`config.mk`:
```
export PLATFORM = sky130hd
export DESIGN_NAME = register_load_arbiter
export DESIGN_NICKNAME = d
export VERILOG_FILES = /design/src/rtl/reg_arb_pkg.sv /design/src/rtl/register_load_arbiter_rr_picker.sv /design/src/rtl/register_load_arbiter.sv
export SDC_FILE = /design/constraint.sdc
export NUM_CORES = 1
export LEC_CHECK = 0
export ABC_CLOCK_PERIOD_IN_PS = 2000
export CORE_MARGIN = 2
export CORE_UTILIZATION = 31
export CTS_CLUSTER_SIZE = 16
export DETAILED_ROUTE_END_ITERATION = 12
export GPL_ROUTABILITY_DRIVEN = 0
export GPL_TIMING_DRIVEN = 0
export PLACE_DENSITY = 0.8
export SLEW_MARGIN = 20
export SYNTH_ARGS = -nofsm -noshare
export SYNTH_HDL_FRONTEND = slang
export SYNTH_SLANG_ARGS = --single-unit
export TNS_END_PERCENT = 5
```
`constraint.sdc`:
```
create_clock -name clk -period 2 [get_ports clk]
set_input_delay 0.3 -clock clk [delete_from_list [all_inputs] [get_ports clk]]
set_output_delay 0.3 -clock clk [all_outputs]
set_load 0.01 [all_outputs]
```
`src/rtl/reg_arb_pkg.sv`:
```
// Shared definitions for the register load arbiter.
// Contents:
//   state_e          - arbiter FSM encoding (IDLE / GRANT / ACK)
//   REG_WIDTH_DEF    - default width of the shared register
//   GNT_ID_W         - width of the winner index (supports up to 8 requesters)
//   rr_next()        - round-robin successor of an index, wrapping at n
package reg_arb_pkg;

    typedef enum logic [1:0] {
        ST_IDLE  = 2'b00,
        ST_GRANT = 2'b01,
        ST_ACK   = 2'b10
    } state_e;

    localparam int REG_WIDTH_DEF = 16;
    localparam int GNT_ID_W      = 3;

    // Index following id in a ring of n requesters.
    function automatic logic [GNT_ID_W-1:0] rr_next(input logic [GNT_ID_W-1:0] id,
                                                    input int n);
        if (id == GNT_ID_W'(n - 1)) begin
            return {GNT_ID_W{1'b0}};
        end else begin
            return id + 3'd1;
        end
    endfunction

endpackage

```
`src/rtl/register_load_arbiter_rr_picker.sv`:
```
// rr_picker: combinational round-robin selector.
// Ports:
//   req    in  NUM_REQ   request vector
//   ptr    in  GNT_ID_W  index with highest priority this round
//   found  out 1         at least one request is set
//   win_id out GNT_ID_W  first set bit at or above ptr, wrapping to bit 0
module rr_picker
    import reg_arb_pkg::*;
#(
    parameter int NUM_REQ = 4
) (
    input  logic [NUM_REQ-1:0]  req,
    input  logic [GNT_ID_W-1:0] ptr,
    output logic                found,
    output logic [GNT_ID_W-1:0] win_id
);

    logic                found_hi_s;
    logic [GNT_ID_W-1:0] win_hi_s;
    logic                found_lo_s;
    logic [GNT_ID_W-1:0] win_lo_s;

    // Two scans: lowest set bit at or above ptr, and lowest set bit below ptr.
    // The upper scan has priority, which gives the wrap-around order.
    always_comb begin
        found_hi_s = 1'b0;
        win_hi_s   = {GNT_ID_W{1'b0}};
        found_lo_s = 1'b0;
        win_lo_s   = {GNT_ID_W{1'b0}};
        for (int i = 0; i < NUM_REQ; i++) begin
            if (req[i] && (GNT_ID_W'(i) >= ptr) && !found_hi_s) begin
                found_hi_s = 1'b1;
                win_hi_s   = GNT_ID_W'(i);
            end else if (req[i] && (GNT_ID_W'(i) < ptr) && !found_lo_s) begin
                found_lo_s = 1'b1;
                win_lo_s   = GNT_ID_W'(i);
            end else begin
                found_lo_s = found_lo_s;
            end
        end
    end

    // Merge the two scans into the final winner.
    always_comb begin
        found = found_hi_s | found_lo_s;
        if (found_hi_s) begin
            win_id = win_hi_s;
        end else begin
            win_id = win_lo_s;
        end
    end

endmodule

```
`src/rtl/register_load_arbiter.sv`:
```
// register_load_arbiter: round-robin owner of all writes to a shared
// load-enabled register, with a 4-phase req/ack handshake per requester.
// Ports:
//   clk       in  1               rising-edge clock
//   rst       in  1               synchronous, active-low reset
//   req       in  NUM_REQ         per-requester level request
//   req_data  in  NUM_REQ*WIDTH   slice i = bits [i*WIDTH +: WIDTH]
//   ack       out NUM_REQ         one-hot, load of requester gnt_id complete
//   reg_ld    out 1               shared register load enable (GRANT only)
//   reg_in    out WIDTH           shared register data (0 outside GRANT)
//   gnt_id    out 3               current or last winner
//   busy      out 1               high in GRANT or ACK
module register_load_arbiter
    import reg_arb_pkg::*;
#(
    parameter int NUM_REQ = 4,
    parameter int WIDTH   = REG_WIDTH_DEF
) (
    input  logic                     clk,
    input  logic                     rst,
    input  logic [NUM_REQ-1:0]       req,
    input  logic [NUM_REQ*WIDTH-1:0] req_data,
    output logic [NUM_REQ-1:0]       ack,
    output logic                     reg_ld,
    output logic [WIDTH-1:0]         reg_in,
    output logic [GNT_ID_W-1:0]      gnt_id,
    output logic                     busy
);

    state_e              state_q, state_d;
    logic [GNT_ID_W-1:0] ptr_q, ptr_d;
    logic [GNT_ID_W-1:0] gnt_id_q, gnt_id_d;

    logic                pick_found_s;
    logic [GNT_ID_W-1:0] pick_id_s;
    logic                req_sel_s;

    rr_picker #(
        .NUM_REQ (NUM_REQ)
    ) u_rr_picker (
        .req    (req),
        .ptr    (ptr_q),
        .found  (pick_found_s),
        .win_id (pick_id_s)
    );

    // Request level of the current winner (mux written as a loop so the
    // 3-bit index never has to be narrowed to the vector width).
    always_comb begin
        req_sel_s = 1'b0;
        for (int i = 0; i < NUM_REQ; i++) begin
            if (gnt_id_q == GNT_ID_W'(i)) begin
                req_sel_s = req[i];
            end else begin
                req_sel_s = req_sel_s;
            end
        end
    end

    // Next-state logic: arbitrate in IDLE, one load cycle, hold ACK until release.
    always_comb begin
        state_d  = state_q;
        ptr_d    = ptr_q;
        gnt_id_d = gnt_id_q;
        case (state_q)
            ST_IDLE: begin
                if (pick_found_s) begin
                    gnt_id_d = pick_id_s;
                    state_d  = ST_GRANT;
                end else begin
                    state_d  = ST_IDLE;
                end
            end
            ST_GRANT: begin
                state_d = ST_ACK;
            end
            ST_ACK: begin
                // Pointer moves past the winner only here, so a requester
                // that re-requests at once cannot beat a pending neighbour.
                if (!req_sel_s) begin
                    state_d = ST_IDLE;
                    ptr_d   = rr_next(gnt_id_q, NUM_REQ);
                end else begin
                    state_d = ST_ACK;
                end
            end
            default: begin
                state_d = ST_IDLE;
            end
        endcase
    end

    // State registers with synchronous active-low reset.
    always_ff @(posedge clk) begin
        if (!rst) begin
            state_q  <= ST_IDLE;
            ptr_q    <= {GNT_ID_W{1'b0}};
            gnt_id_q <= {GNT_ID_W{1'b0}};
        end else begin
            state_q  <= state_d;
            ptr_q    <= ptr_d;
            gnt_id_q <= gnt_id_d;
        end
    end

    // Output decode from registered state and winner index only.
    always_comb begin
        reg_ld = (state_q == ST_GRANT);
        busy   = (state_q != ST_IDLE);
        gnt_id = gnt_id_q;
        reg_in = {WIDTH{1'b0}};
        ack    = {NUM_REQ{1'b0}};
        for (int i = 0; i < NUM_REQ; i++) begin
            if (gnt_id_q == GNT_ID_W'(i)) begin
                ack[i] = (state_q == ST_ACK);
                if (state_q == ST_GRANT) begin
                    reg_in = req_data[i*WIDTH +: WIDTH];
                end else begin
                    reg_in = {WIDTH{1'b0}};
                end
            end else begin
                ack[i] = 1'b0;
            end
        end
    end

endmodule
```
==> Word level (Yosys, flattened, before mapping) <==
Index checks and enable logic that the tools add are counted.
{ "word_totals": {"register_bits": 8, "latch_bits": 0, "ramBits": 0, "rom_bits": 0, "inputBits": 70, "output_inout_bits": 25, "wordCells": 86, "mem_count": 0} }
{ "op_classes": {"n_addsub": 1, "n_mul": 0, "n_div": 0, "order_cmp": 8, "eq_ne": 5, "shifts": 0, "mux": 42, "n_bitwise": 2, "reduce_logical": 25} }
{ "op_table": {"columns": ["cell", "n"], "rows": [
  ["two-way mux 16 bit", 8],
  ["two-way mux 1 bit", 23],
  ["two-way mux 3 bit", 7],
  ["logical AND 1 bit", 14],
  ["== test 3 x 2 -> 1 bit (second input constant)", 2],
  [">= comparator 1 x 3 -> 1 bit (first input constant)", 2],
  [">= comparator 2 x 3 -> 1 bit (first input constant)", 2],
  ["zero test 1 bit", 6],
  ["< comparator 1 x 3 -> 1 bit (first input constant)", 2],
  ["< comparator 2 x 3 -> 1 bit (first input constant)", 2],
  ["two-way mux 2 bit", 3],
  ["case mux 2 bit (3 select lines)", 1],
  ["AND reduction 2 bit", 2],
  ["adder 3 x 1 -> 3 bit (second input constant)", 1],
  ["== test 3 x 1 -> 1 bit (second input constant)", 1],
  ["zero test 3 bit", 1],
  ["== test 2 x 1 -> 1 bit (second input constant)", 1],
  ["== test 2 bit (second input constant)", 1],
  ["zero test 2 bit", 1],
  ["nonzero test 2 bit", 1],
  ["inverter 1 bit", 1],
  ["bitwise OR 1 bit", 1]
]} }

==> Longest topological paths before layout <==
{ "logic_depth": {"word_depth": 19, "depth_mapped": 9, "mapped_depth_nobuf": 6} }

==> Hierarchy <==
A second synthesis with hierarchy kept.
{ "hier_totals": {"hier_cells": 173, "area_unflattened_um2": 1164.9} }
{ "by_module_without_submodules": {"columns": ["module", "instances", "cells_per_inst", "area_per_inst_um2", "seq_area_each_um2"], "rows": [
  ["register_load_arbiter", 1, 151, 1036.0, 160.2],
  ["rr_picker", 1, 22, 128.9, 0.0]
]} }

==> Least setup slack after synthesis <==
Ideal clock, no wire load.
{ "synth_timing": {"path_kind": "register to output", "startpoint": "register gnt_id_q[0], in the netlist gnt_id[0]", "endpoint": "output port reg_in[10]", "arrival_ns": 1.527, "required_ns": 1.700, "setup_slack_ns": 0.173, "stages_incl_launch_ff": 9, "n_path_buf": 2, "path_cell_list": "dfxtp_1 -> inv_1 -> ha_1 -> nor2b_2 -> buf_6 -> buf_8 -> a22oi_2 -> o21ai_1 -> a22o_1"} }
{ "synth_between": {"elab_chain_len": 5, "elab_cells_between_ends": 8, "classes_between": "eq/ne (3); mux (4); reduce/logical (1)"} }
{ "synth_lines": {"columns": ["element", "line", "source"], "rows": [
  ["start, declared", "register_load_arbiter.sv:32", "logic [GNT_ID_W-1:0] gnt_id_q, gnt_id_d;"],
  ["start signal, assigned", "register_load_arbiter.sv:98", "gnt_id_q <= {GNT_ID_W{1'b0}};"],
  ["start signal, assigned", "register_load_arbiter.sv:102", "gnt_id_q <= gnt_id_d;"],
  ["zero test 3 bit", "register_load_arbiter.sv:114", "if (gnt_id_q == GNT_ID_W'(i)) begin"],
  ["two-way mux 16 bit (3 in a row)", "register_load_arbiter.sv:114", null],
  ["two-way mux 16 bit *", "register_load_arbiter.sv:114", null],
  ["end, declared", "register_load_arbiter.sv:25", "output logic [WIDTH-1:0] reg_in,"]
]} }
Mark *: on every way between the ends. The rest lies on a longest branch, timed or not.

==> Final worst setup path <==
{ "layout_timing": {"startpoint": "register gnt_id_q[1], in the netlist gnt_id[1]", "endpoint": "output port reg_in[1]"} }
The elaborated chain is that of the path after synthesis.

==> metrics.md <==
| Metric | Value |
|---|---|
| CTS clk-pin slew, worst paths | `40 ps` |
| Reg area | `128 um^2` |
| Complex-gate fraction of the synthesized area | `0.475` |
| Sequential cell fraction of total power | `0.156` |
| Worst-path cell chain | `buf_4, ha_1, buf_2, buf_6, nand2_1, o21ai_2, a22o_1, clkdlybuf4s15_2` |
| Port Buffers | `93` |
| Max-slew violation count | `0` |
| Clk_skew | `0.107 ps` |
| Multi-input gate area | `858 um^2` |
| Sequential fraction of the synthesis area | `0.120` |
| Largest net degree at the start of global routing | `11` |
| Int Power | `609 uW` |
| Die W | `60.9 um` |
| Worst vdd ir | `0.370 mV` |
| Reg2reg start | `gnt_id[0]` |
| Static leakage | `0.933 nW` |
| Antenna viol nets, final | `0` |
| Remaining global-route overflow | `0` |
| Required @ worst endpoint | `1700 ps` |
| NumNets Final | `319` |
| Power density cells | `418 mW/mm^2` |
| Clock Sinks | `6` |
| Synth Flop Type | `dfxtp_1` |
| Vias in the first global route | `1362` |
| Simple-gate portion of the synthesized area | `0.204` |
| Layout area overhead | `121%` |
| Filler cells | `264` |
| Initial antenna violation count | `0` |
| Core area | `0.00308 mm^2` |
| Drt pass-1 iters | `4` |
| Mux cell area share after synthesis | `0.0399` |
| Chip height | `60.9 um` |
| Fraction of registers with async set/reset | `0` |
| FP Rows | `20` |
| DR DRC count | `0` |
| Failing checks | `setup timing` |
| Post-DR wirelength/cell | `15.2 um` |
| GRT Util Overall | `0.228` |
| Post-Synth Adder-Cell Area | `0.0499` |
| Slowest CP cell | `dfxtp_4` |
| Seq cells post-synth | `6` |
| Critical path startpoint category | `flip-flop` |
| WP data arrival | `1790 ps` |
| Hold Buf Count CTS | `0` |
| Net Sw Frac | `0.343` |
| Worst setup margin | `-86.6 ps` |
| Clock latency on the worst-skew pair | `240 ps` |
| Crit path kind | `reg -> out` |
| Reg2Reg Setup Slack | `330 ps` |
| CP endpoint | `reg_in[1]` |
| Synth Warn # | `0` |
| R2r worst-path depth | `8` |
| Vias per inst | `5.06` |
| Largest family of logic cells by synthesized area | `compound AO/OA/AOI/OAI gates` |
| RSZ-0062 raised after global routing | `yes` |
| CP peak stage delay | `360 ps` |
| Fmax | `0.479 GHz` |
| Diodes inserted | `0` |
| CP Max Fanout | `10` |
| Share of power burned in combinational logic | `0.729` |
| Commonest non-fill, non-tap cell in the layout | `clkdlybuf4s50_1` |
| Kind of cell adding the most delay to the critical path | `buffers and inverters` |
| Clock share of power | `0.115` |
| Yosys cell types | `34` |
| Buf/Inv on CP | `4` |
| Share of cells above drive strength 1 | `0.305` |
| Synth Instances | `134` |
| CTS Root Buffer Type | `clkbuf_4` |
| Psw | `317 uW` |
| Via count | `1451` |
| Worst Setup End Kind | `primary output` |
| CTS Buf Count | `3` |
| Most frequent cells in the layout | `clkdlybuf4s50_1, nand2_1, buf_2` |
| Post-Place Cells | `271` |
| Final cell count without fillers | `287` |
| Io pins | `95` |
| Cell depth of the worst setup path | `8` |
| Placement Setup Slack | `-450 ps` |
| CP startpoint | `gnt_id[1]` |
| Final worst path period need | `2090 ps` |
| CTS tree | `done` |
| Clk buf depth | `2` |
| Final Cycle Share | `1.04` |
| FF-to-FF End | `ptr_q[0]` |
| Final Hold Viols | `0` |
| Post-DP HPWL | `3180 um` |
| Post-Syn Area | `0.00100 mm^2` |
| Post-Synth XOR/XNOR Area | `0` |
| HP Class | `reg -> reg` |
| WL final | `4350 um` |
| Status | `complete, but fails checks` |
| Total of max-cap violations | `0` |
| Max H-tree Level | `1` |
| Iter 0 DRT Violations | `49` |
| Global-route wire length before repair | `6460 um` |
| Die outline area | `0.00371 mm^2` |
| # setup viols final | `11` |
| Initial cell density of the core | `0.326` |
| Number of flops mapped to enable cells by yosys | `0` |
| Synthesized area per cell | `7.49 um^2` |
| Post-synthesis net count | `208` |
==> area by class of cell <==
cell class / count / share of cell area
Buffer: 11 / 0.0491
Clock buffer: 3 / 0.0102
Inverter: 4 / 0.00903
Multi-Input combinational cell: 111 / 0.387
Sequential cell: 6 / 0.0576
Tap cell: 44 / 0.0248
Timing Repair Buffer: 108 / 0.462
==> synthesized netlist by cell type (2+ instances only) <==
cell type | n | area share
nor2b_1 | 2 | 0.012
o21ai_0 | 7 | 0.035
nor2_1 | 5 | 0.019
ha_1 | 4 | 0.050
buf_4 | 3 | 0.022
nand2b_1 | 2 | 0.012
mux2i_1 | 4 | 0.040
inv_1 | 4 | 0.015
clkbuf_1 | 2 | 0.0075
dfxtp_1 | 6 | 0.12
a21oi_1 | 3 | 0.015
buf_6 | 2 | 0.022
nand2_1 | 22 | 0.082
o21a_1 | 2 | 0.015
and2_1 | 6 | 0.037
a22oi_1 | 6 | 0.045
a22o_1 | 16 | 0.14
o21ai_1 | 10 | 0.050
a22oi_2 | 10 | 0.12
buf_2 | 4 | 0.020
==> registers in the layout, summed over array words and instances (netlist names) <==
name and cells:
state_q 2, gnt_id 2, ptr_q 2
==> worst min path at each step <==
stage            endpoint  cells past startpoint  startpoint
6_report         ptr_q[0]                      2    ptr_q[0]
5_1_grt          ptr_q[0]                      2    ptr_q[0]
4_1_cts          ptr_q[0]                      2    ptr_q[0]
3_5_place_dp     ptr_q[0]                      2    ptr_q[0]
3_3_place_gp     ptr_q[0]                      2    ptr_q[0]
2_1_floorplan  state_q[1]                      1         rst
==> stage by stage <==
step	hold WS, ps	util	setup TNS, ps	total power [mW]	area, um^2
after CTS	497	0.697	-1490	0.891	2140
after global placement	469	0.646	-5750	0.682	1990
after global routing	532	0.720	-1740	0.987	2220
after detailed placement	498	0.646	-6400	0.689	1990
final	499	0.720	-576	0.926	2220
after floorplan	418	-	0	0.410	1000
==> power by group through the flow <==
stage / clock (mW) / sequential (mW) / combinational (mW)
after global placement: 0 / 0.142 / 0.540
final: 0.106 / 0.144 / 0.675
after global routing: 0.117 / 0.145 / 0.725
after floorplan: 0 / 0.142 / 0.268
after CTS: 0.111 / 0.142 / 0.638
after detailed placement: 0 / 0.143 / 0.546
==> timing repair <==
action	CTS	global route
pin swaps	9	12
gates resized for setup	96	14
cloned	1	0
endpoints found under the setup margin	20	18
setup buffers	10	4
==> cells by family (layout without fill, tap and decap cells) <==
logic type                 Yosys count  in the layout
and+or+nand+nor                     42             42
DFF                                  6              6
buffers and inverters               17            126
adders and majority gates            4              4
AOI/OAI and AO/OA                   60             60
other                                1              1
muxes                                4              4
==> worst min-delay path: cells and delay by family, from the launching register on <==
family	cells	cell delay, ps
muxes	1	70
and+or+nand+nor	1	60
DFF	1	320
==> routing by layer <==
layer | part of all wire | global-route usage | vias up
met1 | 0.41 | 0.284 | 676
met5 | 0 | 0 | -
met2 | 0.51 | 0.429 | 61
met3 | 0.071 | 0.0213 | 2
li1 | - | - | 712
met4 | 0.0062 | 0.0404 | 0
No activity file was read; power rests on OpenSTA's default activity.
